--- config.mk ---
export PLATFORM = sky130hd
export DESIGN_NAME = icebreaker_alu
export DESIGN_NICKNAME = d
export VERILOG_FILES = /design/src/rtl/icebreaker_alu_pkg.sv /design/src/rtl/icebreaker_alu_core.sv /design/src/rtl/icebreaker_alu_pll.sv /design/src/rtl/uart_rx.sv /design/src/rtl/uart_tx.sv /design/src/rtl/icebreaker_alu.sv
export SDC_FILE = /design/constraint.sdc
export NUM_CORES = 1
export LEC_CHECK = 0
export BUFFER_PORTS_ARGS = -buffer_cell sky130_fd_sc_hd__buf_2
export CAP_MARGIN = 30
export CELL_PAD_IN_SITES_DETAIL_PLACEMENT = 0
export CELL_PAD_IN_SITES_GLOBAL_PLACEMENT = 1
export CORE_MARGIN = 2
export CORE_UTILIZATION = 55
export DETAILED_ROUTE_END_ITERATION = 16
export PLACE_DENSITY = 0.95
export SYNTH_ARGS = -nofsm -noshare
export SYNTH_HDL_FRONTEND = slang
export SYNTH_SLANG_ARGS = --single-unit
--- constraint.sdc ---
create_clock -name CLK -period 13.4 [get_ports CLK]
set_input_delay 0.67 -clock CLK [delete_from_list [all_inputs] [get_ports CLK]]
set_output_delay 0.67 -clock CLK [all_outputs]
set_load 0.02 [all_outputs]
--- src/rtl/icebreaker_alu_pkg.sv ---
// Shared constants, opcodes and packet FSM states for the UART-driven ALU.
// ICEBREAKER_ALU_MUL_EN adds the multiply opcode to the set of computing opcodes.
package icebreaker_alu_pkg;

  localparam int BAUD_RATE_DFLT = 115200;
  localparam int CLK_FREQ_DFLT  = 20275200;
  localparam int PRESCALE_DFLT  = CLK_FREQ_DFLT / (BAUD_RATE_DFLT * 8);

  localparam logic [15:0] HDR_LEN = 16'd4;

  localparam logic [7:0] OP_ECHO = 8'hEC;
  localparam logic [7:0] OP_ADD  = 8'hA0;
  localparam logic [7:0] OP_MUL  = 8'hA1;

  typedef enum logic [2:0] {
    ST_OPCODE,
    ST_RSVD,
    ST_LEN_LO,
    ST_LEN_HI,
    ST_DATA,
    ST_SKIP,
    ST_RESP
  } state_e;

  // Opcodes that fold payload words into the accumulator and answer with 4 bytes.
  function automatic logic is_calc_op(input logic [7:0] op);
`ifdef ICEBREAKER_ALU_MUL_EN
    return (op == OP_ADD) || (op == OP_MUL);
`else
    return op == OP_ADD;
`endif
  endfunction

endpackage

--- src/rtl/icebreaker_alu_core.sv ---
// Packet FSM and 32-bit accumulator between the rx and tx byte streams.
// ICEBREAKER_ALU_MUL_EN compiles in the 0xA1 multiply path.
module icebreaker_alu_core
  import icebreaker_alu_pkg::*;
(
  input  logic       clk,
  input  logic       rst,
  input  logic [7:0] rx_tdata,
  input  logic       rx_tvalid,
  output logic       rx_tready,
  output logic [7:0] tx_tdata,
  output logic       tx_tvalid,
  input  logic       tx_tready,
  output logic       busy
);

  state_e      state;
  logic [7:0]  op, len_lo;
  logic [15:0] remain, cnt, pkt_len;
  logic [31:0] word, acc;
  logic        word_rdy, first_word, resp_wait;
  logic [1:0]  resp_idx;
  logic        rx_fire, last_byte, word_end;

  // Hold off rx while a response is being sent or a byte is still waiting for the transmitter.
  assign rx_tready = (state != ST_RESP) && !tx_tvalid;
  assign rx_fire   = rx_tvalid && rx_tready;
  assign pkt_len   = {rx_tdata, len_lo};
  assign last_byte = (cnt == remain - 16'd1);
  assign word_end  = (cnt[1:0] == 2'd3) && (cnt < {remain[15:2], 2'b00});
  assign busy      = (state != ST_OPCODE) || tx_tvalid;

  always_ff @(posedge clk or posedge rst) begin
    if (rst) begin
      state      <= ST_OPCODE;
      op         <= 8'd0;
      len_lo     <= 8'd0;
      remain     <= 16'd0;
      cnt        <= 16'd0;
      word       <= 32'd0;
      acc        <= 32'd0;
      word_rdy   <= 1'b0;
      first_word <= 1'b0;
      resp_wait  <= 1'b0;
      resp_idx   <= 2'd0;
      tx_tdata   <= 8'd0;
      tx_tvalid  <= 1'b0;
    end else begin
      if (tx_tvalid && tx_tready) tx_tvalid <= 1'b0;

      if (word_rdy) begin
        word_rdy   <= 1'b0;
        first_word <= 1'b0;
        if (first_word) acc <= word;
`ifdef ICEBREAKER_ALU_MUL_EN
        else if (op == OP_MUL) acc <= acc * word;
`endif
        else acc <= acc + word;
      end

      case (state)
        ST_OPCODE: if (rx_fire) begin
          op         <= rx_tdata;
          acc        <= 32'd0;
          first_word <= 1'b1;
          cnt        <= 16'd0;
          state      <= ST_RSVD;
        end
        ST_RSVD: if (rx_fire) state <= ST_LEN_LO;
        ST_LEN_LO: if (rx_fire) begin
          len_lo <= rx_tdata;
          state  <= ST_LEN_HI;
        end
        ST_LEN_HI: if (rx_fire) begin
          remain    <= (pkt_len > HDR_LEN) ? pkt_len - HDR_LEN : 16'd0;
          resp_wait <= 1'b1;
          resp_idx  <= 2'd0;
          if (pkt_len <= HDR_LEN) state <= is_calc_op(op) ? ST_RESP : ST_OPCODE;
          else if (is_calc_op(op) || op == OP_ECHO) state <= ST_DATA;
          else state <= ST_SKIP;
        end
        ST_DATA: if (rx_fire) begin
          cnt <= cnt + 16'd1;
          if (op == OP_ECHO) begin
            tx_tdata  <= rx_tdata;
            tx_tvalid <= 1'b1;
          end else begin
            word <= {word[23:0], rx_tdata};
            if (word_end) word_rdy <= 1'b1;
          end
          if (last_byte) state <= (op == OP_ECHO) ? ST_OPCODE : ST_RESP;
        end
        ST_SKIP: if (rx_fire) begin
          cnt <= cnt + 16'd1;
          if (last_byte) state <= ST_OPCODE;
        end
        ST_RESP: begin
          // One spare cycle lets the final word land in the accumulator before byte 0 is taken.
          if (resp_wait) begin
            resp_wait <= 1'b0;
          end else if (tx_tvalid) begin
            if (tx_tready) begin
              resp_idx <= resp_idx + 2'd1;
              if (resp_idx == 2'd3) state <= ST_OPCODE;
            end
          end else begin
            tx_tdata  <= 8'(acc >> {~resp_idx, 3'b000});
            tx_tvalid <= 1'b1;
          end
        end
        default: state <= ST_OPCODE;
      endcase
    end
  end

endmodule

--- src/rtl/icebreaker_alu_pll.sv ---
// Clock-generation boundary: 12 MHz board clock in, core clock out on PLLOUTGLOBAL.
// The behavioural body is a pass-through; the iCE40 build binds the SB_PLL40_PAD primitive here.
module icebreaker_alu_pll (
  input  logic PACKAGEPIN,
  output logic PLLOUTGLOBAL
);

  assign PLLOUTGLOBAL = PACKAGEPIN;

endmodule

--- src/rtl/uart_rx.sv ---
// 8N1 serial receiver with an AXI-stream byte output; PRESCALE*8 clocks per bit.
// Frame errors and bytes arriving while the output is still held are dropped.
module uart_rx #(
  parameter int PRESCALE = 22
) (
  input  logic       clk,
  input  logic       rst,
  input  logic       rxd,
  output logic [7:0] m_axis_tdata,
  output logic       m_axis_tvalid,
  input  logic       m_axis_tready
);

  localparam int BIT_CYC = PRESCALE * 8;
  localparam int CW      = $clog2(BIT_CYC);
  localparam logic [CW-1:0] FULL = CW'(BIT_CYC - 1);
  localparam logic [CW-1:0] HALF = CW'(BIT_CYC / 2 - 1);

  logic [2:0]    sync;
  logic          busy;
  logic [3:0]    bit_idx;
  logic [CW-1:0] cnt;
  logic [7:0]    shreg;

  // NOTE: sequential state uses non-blocking assignments so every flop samples pre-edge values.
  always_ff @(posedge clk or posedge rst) begin
    if (rst) begin
      sync          <= 3'b111;
      busy          <= 1'b0;
      bit_idx       <= 4'd0;
      cnt           <= '0;
      shreg         <= 8'd0;
      m_axis_tdata  <= 8'd0;
      m_axis_tvalid <= 1'b0;
    end else begin
      sync <= {sync[1:0], rxd};
      if (m_axis_tvalid && m_axis_tready) m_axis_tvalid <= 1'b0;

      if (!busy) begin
        // Arm only on a falling edge so a line held low after a bad frame is not re-read.
        if (sync[2] && !sync[1]) begin
          busy    <= 1'b1;
          bit_idx <= 4'd0;
          cnt     <= HALF;
        end
      end else if (cnt != '0) begin
        cnt <= cnt - 1'b1;
      end else begin
        cnt <= FULL;
        if (bit_idx == 4'd0) begin
          if (sync[1]) busy <= 1'b0;
          else bit_idx <= 4'd1;
        end else if (bit_idx < 4'd9) begin
          shreg   <= {sync[1], shreg[7:1]};
          bit_idx <= bit_idx + 4'd1;
        end else begin
          busy <= 1'b0;
          if (sync[1] && !(m_axis_tvalid && !m_axis_tready)) begin
            m_axis_tdata  <= shreg;
            m_axis_tvalid <= 1'b1;
          end
        end
      end
    end
  end

endmodule

--- src/rtl/uart_tx.sv ---
// 8N1 serial transmitter with an AXI-stream byte input; PRESCALE*8 clocks per bit.
module uart_tx #(
  parameter int PRESCALE = 22
) (
  input  logic       clk,
  input  logic       rst,
  input  logic [7:0] s_axis_tdata,
  input  logic       s_axis_tvalid,
  output logic       s_axis_tready,
  output logic       txd
);

  localparam int BIT_CYC = PRESCALE * 8;
  localparam int CW      = $clog2(BIT_CYC);
  localparam logic [CW-1:0] FULL = CW'(BIT_CYC - 1);

  logic [8:0]    shreg;
  logic [3:0]    bits_left;
  logic [CW-1:0] cnt;

  always_ff @(posedge clk or posedge rst) begin
    if (rst) begin
      txd           <= 1'b1;
      s_axis_tready <= 1'b0;
      shreg         <= 9'h1FF;
      bits_left     <= 4'd0;
      cnt           <= '0;
    end else if (bits_left == 4'd0) begin
      if (s_axis_tvalid && s_axis_tready) begin
        txd           <= 1'b0;
        shreg         <= {1'b1, s_axis_tdata};
        bits_left     <= 4'd10;
        cnt           <= FULL;
        s_axis_tready <= 1'b0;
      end else begin
        s_axis_tready <= 1'b1;
      end
    end else if (cnt != '0) begin
      cnt <= cnt - 1'b1;
    end else begin
      // bits_left==1 marks the end of the stop bit; the line simply stays high.
      cnt       <= FULL;
      bits_left <= bits_left - 4'd1;
      if (bits_left != 4'd1) begin
        txd   <= shreg[0];
        shreg <= {1'b1, shreg[8:1]};
      end
    end
  end

endmodule

--- src/rtl/icebreaker_alu.sv ---
// iCEBreaker top: PLL, UART byte links and the packet/ALU core; BTN_N is an active-high reset.
// Multiply support is selected by ICEBREAKER_ALU_MUL_EN.
module icebreaker_alu
  import icebreaker_alu_pkg::*;
#(
  parameter int BAUD_RATE   = BAUD_RATE_DFLT,
  parameter int CLK_FREQ_HZ = CLK_FREQ_DFLT
) (
  input  logic CLK,
  input  logic BTN_N,
  input  logic RX,
  output logic TX,
  output logic LEDG_N
);

  localparam int PRESCALE = CLK_FREQ_HZ / (BAUD_RATE * 8);

  logic       clk, rst, busy;
  logic [7:0] rx_tdata, tx_tdata;
  logic       rx_tvalid, rx_tready, tx_tvalid, tx_tready;

  icebreaker_alu_pll pll (
    .PACKAGEPIN  (CLK),
    .PLLOUTGLOBAL(clk)
  );

  assign rst = BTN_N;

  uart_rx #(.PRESCALE(PRESCALE)) u_uart_rx (
    .clk          (clk),
    .rst          (rst),
    .rxd          (RX),
    .m_axis_tdata (rx_tdata),
    .m_axis_tvalid(rx_tvalid),
    .m_axis_tready(rx_tready)
  );

  icebreaker_alu_core u_core (
    .clk      (clk),
    .rst      (rst),
    .rx_tdata (rx_tdata),
    .rx_tvalid(rx_tvalid),
    .rx_tready(rx_tready),
    .tx_tdata (tx_tdata),
    .tx_tvalid(tx_tvalid),
    .tx_tready(tx_tready),
    .busy     (busy)
  );

  uart_tx #(.PRESCALE(PRESCALE)) u_uart_tx (
    .clk          (clk),
    .rst          (rst),
    .s_axis_tdata (tx_tdata),
    .s_axis_tvalid(tx_tvalid),
    .s_axis_tready(tx_tready),
    .txd          (TX)
  );

  assign LEDG_N = ~busy;

endmodule

==> impl_results.md <==
* Final period utilization at 0.240
* Place WS at 10260 ps
* DR iter-0 viols at 605
* Ys flop type: dfrtp_1
* Worst setup margin at 10190 ps
* Post-layout util at 0.600
* Row cnt at 51
* Clock sink total at 184
* Rel. slew slack at 0.392
* Largest net degree at the start of global routing at 110
* Sw Pwr at 0.275 mW
* VDD IR-drop max at 0.0000693 V
* Max Root-Sink Buffers at 2
* Yosys warns at 0
* Slowest cell on crit path: dfrtp_1
* Ports at 5
* WP data required at 13690 ps
* Area Growth Syn to Fin at 7.43%
* Final slew viol count at 0
* Drt first pass iters at 5
* Maximum clock rate at 311 MHz
* Average wire per standard cell at 16.9 um
* RSZ-0062 raised after global routing: false
* Async set or reset register ratio after synthesis at 1.00
* Final min period at 3210 ps
* Most used cell, CP: a21oi_1
* Crit start category: flop
* Final antenna-violating net count at 0
* Clk Latency, worst-skew pair at 450 ps
* CTS buffer count at 17
* Die height at 145 um
* Outcome: finished, final reports clean
* Fin Setup TNS at 0 ps
* Final global-route overflow total at 0
* Root buf cell: clkbuf_16
* Max cap viols at 0
* Core footprint at 19500 um^2
* Mapped Avg Cell Area at 9.55 um^2
* CP Capture Type: flop
* Switching share of power at 0.240
* Resized Gates After CTS at 0
* Setup violations, final at 0
* Cell Area, Synth at 10900 um^2
* Final Hold Vio Count at 0
* # diodes at 0
* Leak at 5.43 nW
* Clk pwr share at 0.441
* Total power at 1.14 mW
* WHS Path Cells at 1
* Number of synthesized flops with an enable pin at 0
* Hold WS at 320 ps
* GP Congestion at 0.859
* Synth area leader: dfrtp_1
* DRT Wirelength at 23600 um
* Sequential Power Share at 0.511
* Crit-path max cell delay at 410 ps
* Layout cells sized above 1 at 0.124
* DR vias at 8230
* Antenna violations before repair at 0
* Final Skew at 11.6 ps
* Layout fillers at 1629
* Post-CTS setup buffers at 0
* First-pass GRT wire length at 39700 um
* Htree depth at 4
* Synth top area cells: dfrtp_1 40%, ha_1 6.6%, mux2_2 5.9%
* Pwr/cell area at 97.9 nW/um^2
* Hold WC Path Type: in2reg
* Vias in the first global route at 7916
* Die Wd at 145 um
* Internal Pwr Total at 0.869 mW
* Type of the worst setup path: reg2reg
* DP HPWL at 16400 um
* Worst EP arrival at 3500 ps
* CTS tree: built
* Number of synthesized register bits at 184
* Post-synth top area share at 0.396
* I/O Buffers at 4
* Die ar. at 20900 um^2
* Routed vias/inst at 5.90
* Reg2Reg Depth at 11
* Register area share after synthesis at 0.425
* Crit path max fanout at 4
* Cell variety after synth at 70
* CP cell instances: ha_1 -> fa_1 -> a21oi_1 -> o211ai_1 -> a211oi_1 -> o31ai_1 -> o31ai_2 -> nor2_1 -> a311oi_1 -> xor2_1 -> a21oi_1
* Worst-margin pin slew at 911 ps
* Comb power frac at 0.048
* Mapped Nets at 1199
* Post-CTS Hold Fix Bufs at 0
* Most frequent cells after synthesis: 172 x dfrtp_1, 136 x nand2_1, 92 x nor2_1, 78 x a21oi_1, 78 x o21ai_0
* Layout net count at 1178
* Top-count cell post-synth: dfrtp_1
* Clock slew seen by the registers of the worst setup and hold paths at 70 ps
* # DRC at 0
* GR Util All Layers at 0.241
* Synth Instances at 1138
* Initial core utilization at 0.559
## power groups by stage
stage                     registers (mW)  clock network (mW)  logic, mW
final                              0.584               0.504     0.0551
after global placement             0.594                   0     0.0540
after floorplan                    0.591                   0     0.0447
after CTS                          0.584               0.514     0.0559
after detailed placement           0.594                   0     0.0556
after global routing               0.586               0.538     0.0643
## area by class of cell
| type | instances | area (um^2) | share of cell area |
|---|---|---|---|
| timing repair buffer | 10 | 65.1 | 0.00557 |
| clock buffer | 21 | 480 | 0.0411 |
| inverter | 42 | 165 | 0.0141 |
| clock inverter | 11 | 110 | 0.00943 |
| multi-input combinational | 862 | 5910 | 0.506 |
| sequential | 184 | 4620 | 0.396 |
| tap | 265 | 332 | 0.0284 |
## cells by family (layout without fill, tap and decap cells)
kind of cell	after synthesis	after routing	synth area share
AOI/OAI and AO/OA	270	270	0.155
xor gates and xnor gates	69	69	0.0556
adders and majority gates	58	58	0.0674
buffers and inverters	92	84	0.0331
DFF	184	184	0.425
muxes	85	85	0.0940
and+or+nand+nor	380	380	0.170
## placed cells by master (no fill, tap or decap), types with 5 or more instances in the layout
cell type / n
dfrtp_1: 171
nand2_1: 136
nor2_1: 92
o21ai_0: 78
a21oi_1: 78
mux2_2: 57
ha_1: 57
inv_1: 41
xor2_1: 36
xnor2_1: 33
nand3_1: 23
nor3_1: 21
a31oi_1: 20
mux2i_1: 20
o211ai_1: 19
clkbuf_16: 17
nand4_1: 14
a21o_1: 13
nor2b_1: 12
dfstp_2: 12
nand2b_1: 10
and3_1: 9
and2_1: 9
nor4_1: 8
mux4_2: 8
a211oi_1: 7
nor4b_1: 6
o31ai_1: 6
or3_1: 6
nor3b_1: 6
nand3b_1: 6
buf_4: 6
or4_1: 5
a22o_1: 5
o211a_1: 5
## path summary, 6_finish.rpt
check                      slack [ps]              start                 end
setup / recovery                10190     u_core.word[0]      u_core.acc[28]
hold / removal                    320                 RX   u_uart_rx.sync[0]
setup reg to reg                10190     u_core.word[0]      u_core.acc[28]
hold reg to reg                   360  u_uart_rx.sync[0]   u_uart_rx.sync[1]
max in group asynchronous       11590              BTN_N  u_core.resp_idx[1]
min in group asynchronous         340              BTN_N     u_core.word[30]
## flip-flops by register name, summed over array words and instances (netlist names), 3 cells and up
register                flops
u_uart_rx.bit_idx           4
u_core.tx_tdata             8
u_uart_tx.cnt               8
u_uart_tx.bits_left         4
u_core.acc                 32
u_core.state                3
u_uart_rx.sync              3
u_core.cnt                 16
u_uart_tx.shreg             8
u_core.remain              16
u_core.op                   8
u_core.len_lo               8
u_uart_rx.cnt               8
u_core.word                32
u_uart_rx.shreg             8
u_uart_rx.m_axis_tdata      8
## stage by stage
step | area, um^2 | instances
global placement | 11100 | 1363
global route | 11700 | 1395
CTS | 11700 | 1395
finish | 11700 | 1395
detailed placement | 11100 | 1363
floorplan | 10900 | 1138
## routing by layer
metal | vias up | track usage | part of all wire
met2 | 137 | 0.377 | 0.45
met4 | 0 | 0.0833 | 0.024
li1 | 4042 | - | -
met5 | - | 0 | 0
met3 | 40 | 0.0447 | 0.035
met1 | 4011 | 0.339 | 0.49
## critical path: cells and delay by family, from the launching register on
kind	cells	cell delay, ps
compound gates	7	1690
xor+xnor	1	180
fa+ha+maj	2	650
flops	1	410
simple gates	1	130
Note: power is estimated with default switching activity, not from simulation.
